**src/rtl/rr_hold_arbiter.sv**
```systemverilog
// Round-robin arbiter with multi-cycle grant hold.
// A grant is kept until the owner pulses done, drops its request, or holds
// the resource for MAX_HOLD consecutive cycles (MAX_HOLD = 0 disables that).
// On release the pointer moves past the old owner and the next winner is
// granted at the same edge, so there is no idle cycle between owners.
//
// state | meaning
// IDLE  | no grant active, arbitrate from ptr_q on any request
// OWN   | gnt_q one-hot on owner gnt_id_q, hold counter running
module rr_hold_arbiter #(
    parameter int N        = 4,
    parameter int MAX_HOLD = 16
) (
    input  logic                               clk,
    input  logic                               reset,
    input  logic [N-1:0]                       req_i,
    input  logic [N-1:0]                       done_i,
    output logic [N-1:0]                       gnt_o,
    output logic [((N > 1) ? $clog2(N) : 1)-1:0] gnt_id_o,
    output logic                               busy_o,
    output logic                               timeout_o
);

    localparam int IW = (N > 1) ? $clog2(N) : 1;
    localparam int CW = (MAX_HOLD > 1) ? $clog2(MAX_HOLD) : 1;
    localparam logic [CW-1:0] CNT_LAST = CW'((MAX_HOLD > 0) ? MAX_HOLD - 1 : 0);

    typedef enum logic {
        IDLE = 1'b0,
        OWN  = 1'b1
    } state_t;

    state_t          state_q, state_d;
    logic [IW-1:0]   ptr_q, ptr_d;
    logic [CW-1:0]   cnt_q, cnt_d;
    logic [N-1:0]    gnt_q, gnt_d;
    logic [IW-1:0]   id_q, id_d;
    logic            timeout_q, timeout_d;

    logic            rel_done, rel_drop, rel_to, rel_any;
    logic [IW-1:0]   ptr_rel;
    logic [IW-1:0]   arb_base;
    logic            hi_found, lo_found;
    logic [IW-1:0]   hi_idx, lo_idx, win_idx;

    // Release conditions for the current owner and the pointer it leaves behind.
    always_comb begin
        rel_done = done_i[id_q];
        rel_drop = !req_i[id_q];
        rel_to   = (MAX_HOLD != 0) && (cnt_q == CNT_LAST);
        rel_any  = rel_done || rel_drop || rel_to;
        ptr_rel  = (id_q == IW'(N - 1)) ? '0 : id_q + 1'b1;
        arb_base = (state_q == OWN) ? ptr_rel : ptr_q;
    end

    // Circular first-set scan from arb_base: lowest request at or above the
    // base wins, otherwise wrap to the lowest request overall.
    always_comb begin
        hi_found = 1'b0;
        lo_found = 1'b0;
        hi_idx   = '0;
        lo_idx   = '0;
        for (int k = N - 1; k >= 0; k--) begin
            if (req_i[k]) begin
                lo_found = 1'b1;
                lo_idx   = IW'(k);
                if (k >= int'(arb_base)) begin
                    hi_found = 1'b1;
                    hi_idx   = IW'(k);
                end
            end
        end
        win_idx = hi_found ? hi_idx : lo_idx;
    end

    // Next-state and registered-output logic.
    always_comb begin
        state_d   = state_q;
        ptr_d     = ptr_q;
        cnt_d     = cnt_q;
        gnt_d     = gnt_q;
        id_d      = id_q;
        timeout_d = 1'b0;
        unique case (state_q)
            IDLE: begin
                gnt_d = '0;
                id_d  = '0;
                cnt_d = '0;
                if (lo_found) begin
                    state_d        = OWN;
                    gnt_d[win_idx] = 1'b1;
                    id_d           = win_idx;
                end
            end
            OWN: begin
                if (rel_any) begin
                    ptr_d     = ptr_rel;
                    timeout_d = rel_to && !rel_done && !rel_drop;
                    cnt_d     = '0;
                    gnt_d     = '0;
                    if (lo_found) begin
                        gnt_d[win_idx] = 1'b1;
                        id_d           = win_idx;
                    end else begin
                        state_d = IDLE;
                        id_d    = '0;
                    end
                end else if (MAX_HOLD != 0) begin
                    cnt_d = cnt_q + 1'b1;
                end
            end
            default: state_d = IDLE;
        endcase
    end

    // State and output registers, cleared asynchronously.
    always_ff @(posedge clk or negedge reset) begin
        if (!reset) begin
            state_q   <= IDLE;
            ptr_q     <= '0;
            cnt_q     <= '0;
            gnt_q     <= '0;
            id_q      <= '0;
            timeout_q <= 1'b0;
        end else begin
            state_q   <= state_d;
            ptr_q     <= ptr_d;
            cnt_q     <= cnt_d;
            gnt_q     <= gnt_d;
            id_q      <= id_d;
            timeout_q <= timeout_d;
        end
    end

    assign gnt_o     = gnt_q;
    assign gnt_id_o  = id_q;
    assign busy_o    = (state_q == OWN);
    assign timeout_o = timeout_q;

endmodule

```
**config.mk**
```make
export PLATFORM = sky130hd
export DESIGN_NAME = rr_hold_arbiter
export DESIGN_NICKNAME = d
export VERILOG_FILES = /design/src/rtl/rr_hold_arbiter.sv
export SDC_FILE = /design/constraint.sdc
export NUM_CORES = 1
export LEC_CHECK = 0
export ABC_AREA = 1
export CORE_AREA = 5 5 54 56
export CTS_BUF_LIST = sky130_fd_sc_hd__clkbuf_2 sky130_fd_sc_hd__clkbuf_4 sky130_fd_sc_hd__clkbuf_8
export CTS_CLUSTER_DIAMETER = 200
export DETAILED_ROUTE_END_ITERATION = 6
export DIE_AREA = 0 0 59 61
export PLACE_DENSITY = 0.58
export SETUP_SLACK_MARGIN = 0.05
export SLEW_MARGIN = 20
export SYNTH_ARGS = -nofsm -noshare
export SYNTH_HDL_FRONTEND = slang
export SYNTH_SLANG_ARGS = --single-unit
```
**constraint.sdc**
```tcl
create_clock -name clk -period 2.2 [get_ports clk]
set_clock_uncertainty 0.15 [all_clocks]
set_input_delay 0.33 -clock clk [delete_from_list [all_inputs] [get_ports clk]]
set_output_delay 0.33 -clock clk [all_outputs]
set_load 0.01 [all_outputs]
```
==> flow_metrics.env, run 1 <==
export IMPL_synthSimpleGateAreaFrac_pct=41.5
export IMPL_drtIter0Drc=22
export IMPL_overflow=0
export IMPL_hold_path_class="input port to async pin"
export IMPL_worstReg2RegStart="gnt_id_o[0]"
export IMPL_antenna_found_initial=0
export IMPL_r2r_worst_path_cells=11
export IMPL_clock_sinks=14
export IMPL_dp_cells=153
export IMPL_die_area_sq_um=3600
export IMPL_dpl_cell_area_sq_um=1060
export IMPL_ys_ff_latch=14
export IMPL_synthesis_area_sq_um=860
export IMPL_synth_xor_area_share_pct=2.04
export IMPL_crit_buf_inv=1
export IMPL_synth_top_family_by_area="simple AND/OR/NAND/NOR gates"
export IMPL_rows=18
export IMPL_gp_congestion=0.775
export IMPL_p_leak_nw=0.537
export IMPL_finalSetupViolCount=0
export IMPL_yosys_area_top_type_share_pct=40.8
export IMPL_worst_pin_slew_ps=620
export IMPL_core_area_sq_um=2390
export IMPL_synth_mux_area_share_pct=0
export IMPL_die_x_microns=59
export IMPL_drtAntennaViolNets=0
export IMPL_io_pins=18
export IMPL_yosysTopAreaCell="dfrtp_1"
export IMPL_worst_slew_margin_rel_pct=58.5
export IMPL_clk_pin_slew_worst_paths_ps=90
export IMPL_fmaxAchievable_mhz=494
export IMPL_grt_pass1_vias=688
export IMPL_cts_resized=0
export IMPL_fin_crit_sh_pct=92.0
export IMPL_die_y_microns=61
export IMPL_grt_usage_pct=11.1
export IMPL_wl_mm=1.79
export IMPL_htreeDepth=1
export IMPL_crit_family="flip-flops"
export IMPL_crit_path_max_incr_delay_ps=630
export IMPL_ys_top_cells_by_area="dfrtp_1, nand2_1, nand3_1"
export IMPL_power_density_nw_per_um2=1260
export IMPL_setup_ws_ps=176
export IMPL_hold_ws_ps=279
export IMPL_design_area_sq_um=1090
export IMPL_fill_cells=260
export IMPL_tritoncts="done"
export IMPL_final_cells=157
export IMPL_slew_viol_final=0
export IMPL_r2r_end="gnt_id_o[0]"
export IMPL_start_util_pct=36.0
export IMPL_grt_max_degree=15
export IMPL_critical_path_class="flop to output pin"
export IMPL_drive_above_1_share_pct=20.5
export IMPL_cts_setup_buffers=0
export IMPL_num_vias=711
export IMPL_remaining_drc_errors=0
export IMPL_synth_compound_area_share_pct=5.09
export IMPL_cts_buffers=3
export IMPL_grt_pass1_wl_mm=3.04
export IMPL_crit_cells=1
export IMPL_syn_area_per_cell_sq_um=8.03
export IMPL_synth_adder_area_share_pct=2.91
export IMPL_root_buffer="clkbuf_4"
export IMPL_port_buffers=17
export IMPL_crit_arrival_ps=1540
export IMPL_drv_cap=0
export IMPL_r2r_slack_ps=400
export IMPL_ir_drop_mv=0.673
export IMPL_hold_buffers=0
export IMPL_hold_viol=0
export IMPL_ys_warn_count=0
export IMPL_finalCriticalPeriod_ps=2020
export IMPL_clock_latency_ps=280
export IMPL_syn_to_final_growth_pct=27.1
export IMPL_cp_cell_sequence="clkdlybuf4s50_1"
export IMPL_final_net_count=140
export IMPL_synth_nets=119
export IMPL_ys_seq_area_share_pct=40.8
export IMPL_fin_setup_tns_ps=0
export IMPL_crit_path_start_kind="flop"
export IMPL_diodes=0
export IMPL_wl_per_cell_microns=11.4
export IMPL_slowest_stage="dfrtp_1"
export IMPL_clock_path_buffers=2
export IMPL_detailedPlace_worstSlack_ps=235
export IMPL_status="finished clean"
export IMPL_hpwl_mm=1.45
export IMPL_critical_path_max_fanout=9
export IMPL_rsz0062_at_grt="no"
export IMPL_yosysUniqueCellTypes=22
export IMPL_vias_per_cell=4.53
export IMPL_critPathLaunch="busy_o"
export IMPL_dr_pass1_iters=4
export IMPL_cp_required_ps=1720
export IMPL_postSynthCellCount=107
export IMPL_endpoint_kind="output pin"
-- synthesized netlist by cell type (all sizes together) --
library cell and count:
nand4 1, nand3 13, xnor2 1, ha 2, dfrtp 14, nand3b 3, nor2 14, a22o 1
inv 14, o21ai 4, buf 1, nand2 34, a21oi 3, xor2 1, nor3 1
-- where the power goes --
group	switching, W	leakage (nW)	internal [W]	total [W]
combinational	0.000442	0.338	0.000322	0.000763
clock	0.0000834	0.0210	0.000101	0.000184
sequential	0.0000842	0.178	0.000347	0.000431
total	0.000609	0.537	0.000769	0.00138
-- metal layers --
layer / global-route usage [%] / wire length [microns]
met1: 15.6 / 920
met2: 16.9 / 801
met3: 3.83 / 71
met4: 1.94 / 0
met5: 0 / 0
-- logic make-up (layout without fill, tap and decap cells) --
| group | count (synthesis) | count (layout) |
|---|---|---|
| simple gates | 66 | 66 |
| xor+xnor | 2 | 2 |
| compound gates | 8 | 8 |
| buf+inv | 15 | 35 |
| fa+ha+maj | 2 | 2 |
| flops | 14 | 14 |
-- how the worst max path moves through the flow --
stage,end
2_1_floorplan,gnt_o[0]
4_1_cts,busy_o
3_3_place_gp,gnt_o[2]
5_1_grt,busy_o
3_5_place_dp,gnt_o[2]
6_report,busy_o
-- cell usage in the layout (no fill, tap or decap), types with 2 or more instances in the layout --
cell	netlist	final
inv_1	9	9
nand2_4	4	4
a21oi_1	3	3
nand3b_1	3	3
clkbuf_4	0	3
nand3_1	12	12
inv_2	4	4
nor2_1	9	9
nor2_2	5	5
ha_1	2	2
o21ai_0	3	3
nand2_2	6	6
nand2_1	24	24
dfrtp_1	14	14
clkdlybuf4s50_1	0	17
-- flip-flops by register name (all words and copies together) (netlist names) --
register,cells
busy_o,1
cnt_q,4
gnt_id_o,2
gnt_o,4
ptr_q,2
timeout_o,1
-- metrics by stage --
stage	power, W	utilization, %
finish	0.00138	45.8
CTS	0.00139	45.8
detailed placement	0.00120	44.2
floorplan	0.000976	-
global route	0.00150	45.8
global placement	0.00120	44.2
-- layout make-up --
type / instances / area (sq um) / share of cell area [%]
clock buffer: 4 / 36.3 / 3.32
inverter: 14 / 55.1 / 5.04
multi-input combinational: 78 / 443 / 40.5
sequential: 14 / 350 / 32.1
tap: 30 / 37.5 / 3.44
timing repair buffer: 17 / 170 / 15.6
No activity file was read; power rests on OpenSTA's default activity.
==> inputs of run 2 (changes only) <==
--- a/config.mk
+++ b/config.mk
@@ -6,6 +6,7 @@
 export NUM_CORES = 1
 export LEC_CHECK = 0
 export ABC_AREA = 1
+export CAP_MARGIN = 20
 export CORE_AREA = 5 5 54 56
 export CTS_BUF_LIST = sky130_fd_sc_hd__clkbuf_2 sky130_fd_sc_hd__clkbuf_4 sky130_fd_sc_hd__clkbuf_8
 export CTS_CLUSTER_DIAMETER = 200
==> results of run 2 <==
Final layout, timing and power as in run 1 (identical DEF).
==> inputs of run 3 (changes only) <==
--- a/config.mk
+++ b/config.mk
@@ -6,13 +6,14 @@
 export NUM_CORES = 1
 export LEC_CHECK = 0
 export ABC_AREA = 1
-export CAP_MARGIN = 20
+export CAP_MARGIN = 10
 export CORE_AREA = 5 5 54 56
 export CTS_BUF_LIST = sky130_fd_sc_hd__clkbuf_2 sky130_fd_sc_hd__clkbuf_4 sky130_fd_sc_hd__clkbuf_8
 export CTS_CLUSTER_DIAMETER = 200
 export DETAILED_ROUTE_END_ITERATION = 6
 export DIE_AREA = 0 0 59 61
-export PLACE_DENSITY = 0.58
+export MAX_ROUTING_LAYER = met4
+export PLACE_DENSITY_LB_ADDON = 0.08
 export SETUP_SLACK_MARGIN = 0.05
 export SLEW_MARGIN = 20
 export SYNTH_ARGS = -nofsm -noshare
==> flow_metrics.env, run 3 (synthesis gave the netlist of run 1 again) <==
export IMPL_grt_max_degree=15
export IMPL_final_net_count=140
export IMPL_port_buffers=17
export IMPL_cp_required_ps=1720
export IMPL_critical_path_class="flop to output pin"
export IMPL_grt_pass1_wl_mm=3.25
export IMPL_start_util_pct=36.0
export IMPL_grt_pass1_vias=772
export IMPL_endpoint_kind="output pin"
export IMPL_crit_path_max_incr_delay_ps=640
export IMPL_drtIter0Drc=13
export IMPL_slowest_stage="dfrtp_1"
export IMPL_status="finished clean"
export IMPL_power_net_switching_w=0.000602
export IMPL_fin_crit_sh_pct=92.8
export IMPL_hold_buffers=0
export IMPL_cts_buffers=3
export IMPL_remaining_drc_errors=0
export IMPL_clock_latency_ps=270
export IMPL_fin_setup_tns_ps=0
export IMPL_htreeDepth=1
export IMPL_p_sw_share_pct=45.1
export IMPL_hpwl_mm=1.47
export IMPL_vias_per_cell=4.63
export IMPL_finalPower_w=0.00134
export IMPL_setup_ws_ps=158
export IMPL_root_buffer="clkbuf_4"
export IMPL_fmaxAchievable_mhz=490
export IMPL_cp_cell_sequence="clkdlybuf4s50_1"
export IMPL_r2r_worst_path_cells=10
export IMPL_dr_pass1_iters=4
export IMPL_crit_arrival_ps=1560
export IMPL_grt_usage_pct=12.3
export IMPL_crit_buf_inv=1
export IMPL_design_area_sq_um=1080
export IMPL_rows=18
export IMPL_clk_pin_slew_worst_paths_ps=80
export IMPL_drive_above_1_share_pct=19.8
export IMPL_crit_family="flip-flops"
export IMPL_pwr_share_seq_pct=31.9
export IMPL_die_x_microns=59
export IMPL_diodes=0
export IMPL_dpl_cell_area_sq_um=1060
export IMPL_worstReg2RegStart="gnt_id_o[0]"
export IMPL_mostFrequentLayoutCells="nand2_1, clkdlybuf4s50_1, dfrtp_1"
export IMPL_finalCriticalPeriod_ps=2040
export IMPL_worst_slew_margin_rel_pct=60.2
export IMPL_cts_setup_buffers=0
export IMPL_critical_path_max_fanout=9
export IMPL_power_density_nw_per_um2=1240
export IMPL_die_area_sq_um=3600
export IMPL_drtAntennaViolNets=0
export IMPL_num_vias=722
export IMPL_detailedPlace_worstSlack_ps=239
export IMPL_r2r_slack_ps=400
export IMPL_tritoncts="done"
export IMPL_final_common_cell="nand2_1"
export IMPL_ir_drop_mv=0.543
export IMPL_p_clk_share_pct=10.4
export IMPL_clock_path_buffers=2
export IMPL_worst_pin_slew_ps=595
export IMPL_multi_input_area_sq_um=443
export IMPL_die_y_microns=61
export IMPL_slew_viol_final=0
export IMPL_gp_congestion=0.857
export IMPL_wl_mm=1.82
export IMPL_core_area_sq_um=2390
export IMPL_overflow=0
export IMPL_critPathLaunch="busy_o"
export IMPL_wl_per_cell_microns=11.7
export IMPL_regArea_sq_um=350
export IMPL_p_int_w=0.000734
export IMPL_cts_resized=0
export IMPL_r2r_end="gnt_o[0]"
export IMPL_syn_to_final_growth_pct=25.5
export IMPL_crit_path_start_kind="flop"
export IMPL_rsz0062_at_grt="no"
export IMPL_clock_sinks=14
export IMPL_combPwrFrac_pct=57.8
export IMPL_hold_viol=0
export IMPL_hold_path_class="input port to async pin"
export IMPL_fill_cells=267
export IMPL_antenna_found_initial=0
export IMPL_p_leak_nw=0.530
export IMPL_finalSetupViolCount=0
export IMPL_drv_cap=0
export IMPL_io_pins=18
-- run 3: cell count changes in the layout (fill, tap and decap cells not counted) --
cell and delta:
clkbuf_8 -1
-- run 3: layout make-up --
class	instances	share of cell area [%]
Clock buffer	3	2.09
Inverter	14	5.10
Multi-Input combinational cell	78	41.1
Sequential cell	14	32.5
Tap cell	30	3.48
Timing Repair Buffer	17	15.8
-- run 3: how the worst max path moves through the flow --
stage                     endpoint  slack [ps]  cells past startpoint
after floorplan           gnt_o[0]         530                     10
after detailed placement  gnt_o[3]         240                      8
after global placement    gnt_o[2]         250                      8
after global routing        busy_o         100                      1
final                       busy_o         160                      1
after CTS                   busy_o         160                      1
-- run 3: power groups by stage --
stage | registers [W] | logic [W] | clock network, W
3_3_place_gp | 0.000431 | 0.000776 | 0
2_1_floorplan | 0.000436 | 0.000540 | 0
4_1_cts | 0.000426 | 0.000789 | 0.000144
6_report | 0.000426 | 0.000771 | 0.000138
3_5_place_dp | 0.000431 | 0.000784 | 0
5_1_grt | 0.000440 | 0.000882 | 0.000159
-- run 3: layer usage --
| layer | vias to the layer above | track usage, % | share of wire [%] |
|---|---|---|---|
| met3 | 8 | 1.91 | 4.4 |
| met4 | 0 | 7.44 | 3.6 |
| met2 | 22 | 18.5 | 43 |
| met5 | - | - | 0 |
| met1 | 312 | 15.6 | 49 |
| li1 | 380 | - | - |
-- run 3: through the flow --
stage	util [%]	hold slack [ps]	cells
after floorplan	-	-116	107
after global placement	44.2	312	153
after detailed placement	44.2	318	153
after CTS	45.2	302	156
after global routing	45.2	325	156
final	45.2	278	156
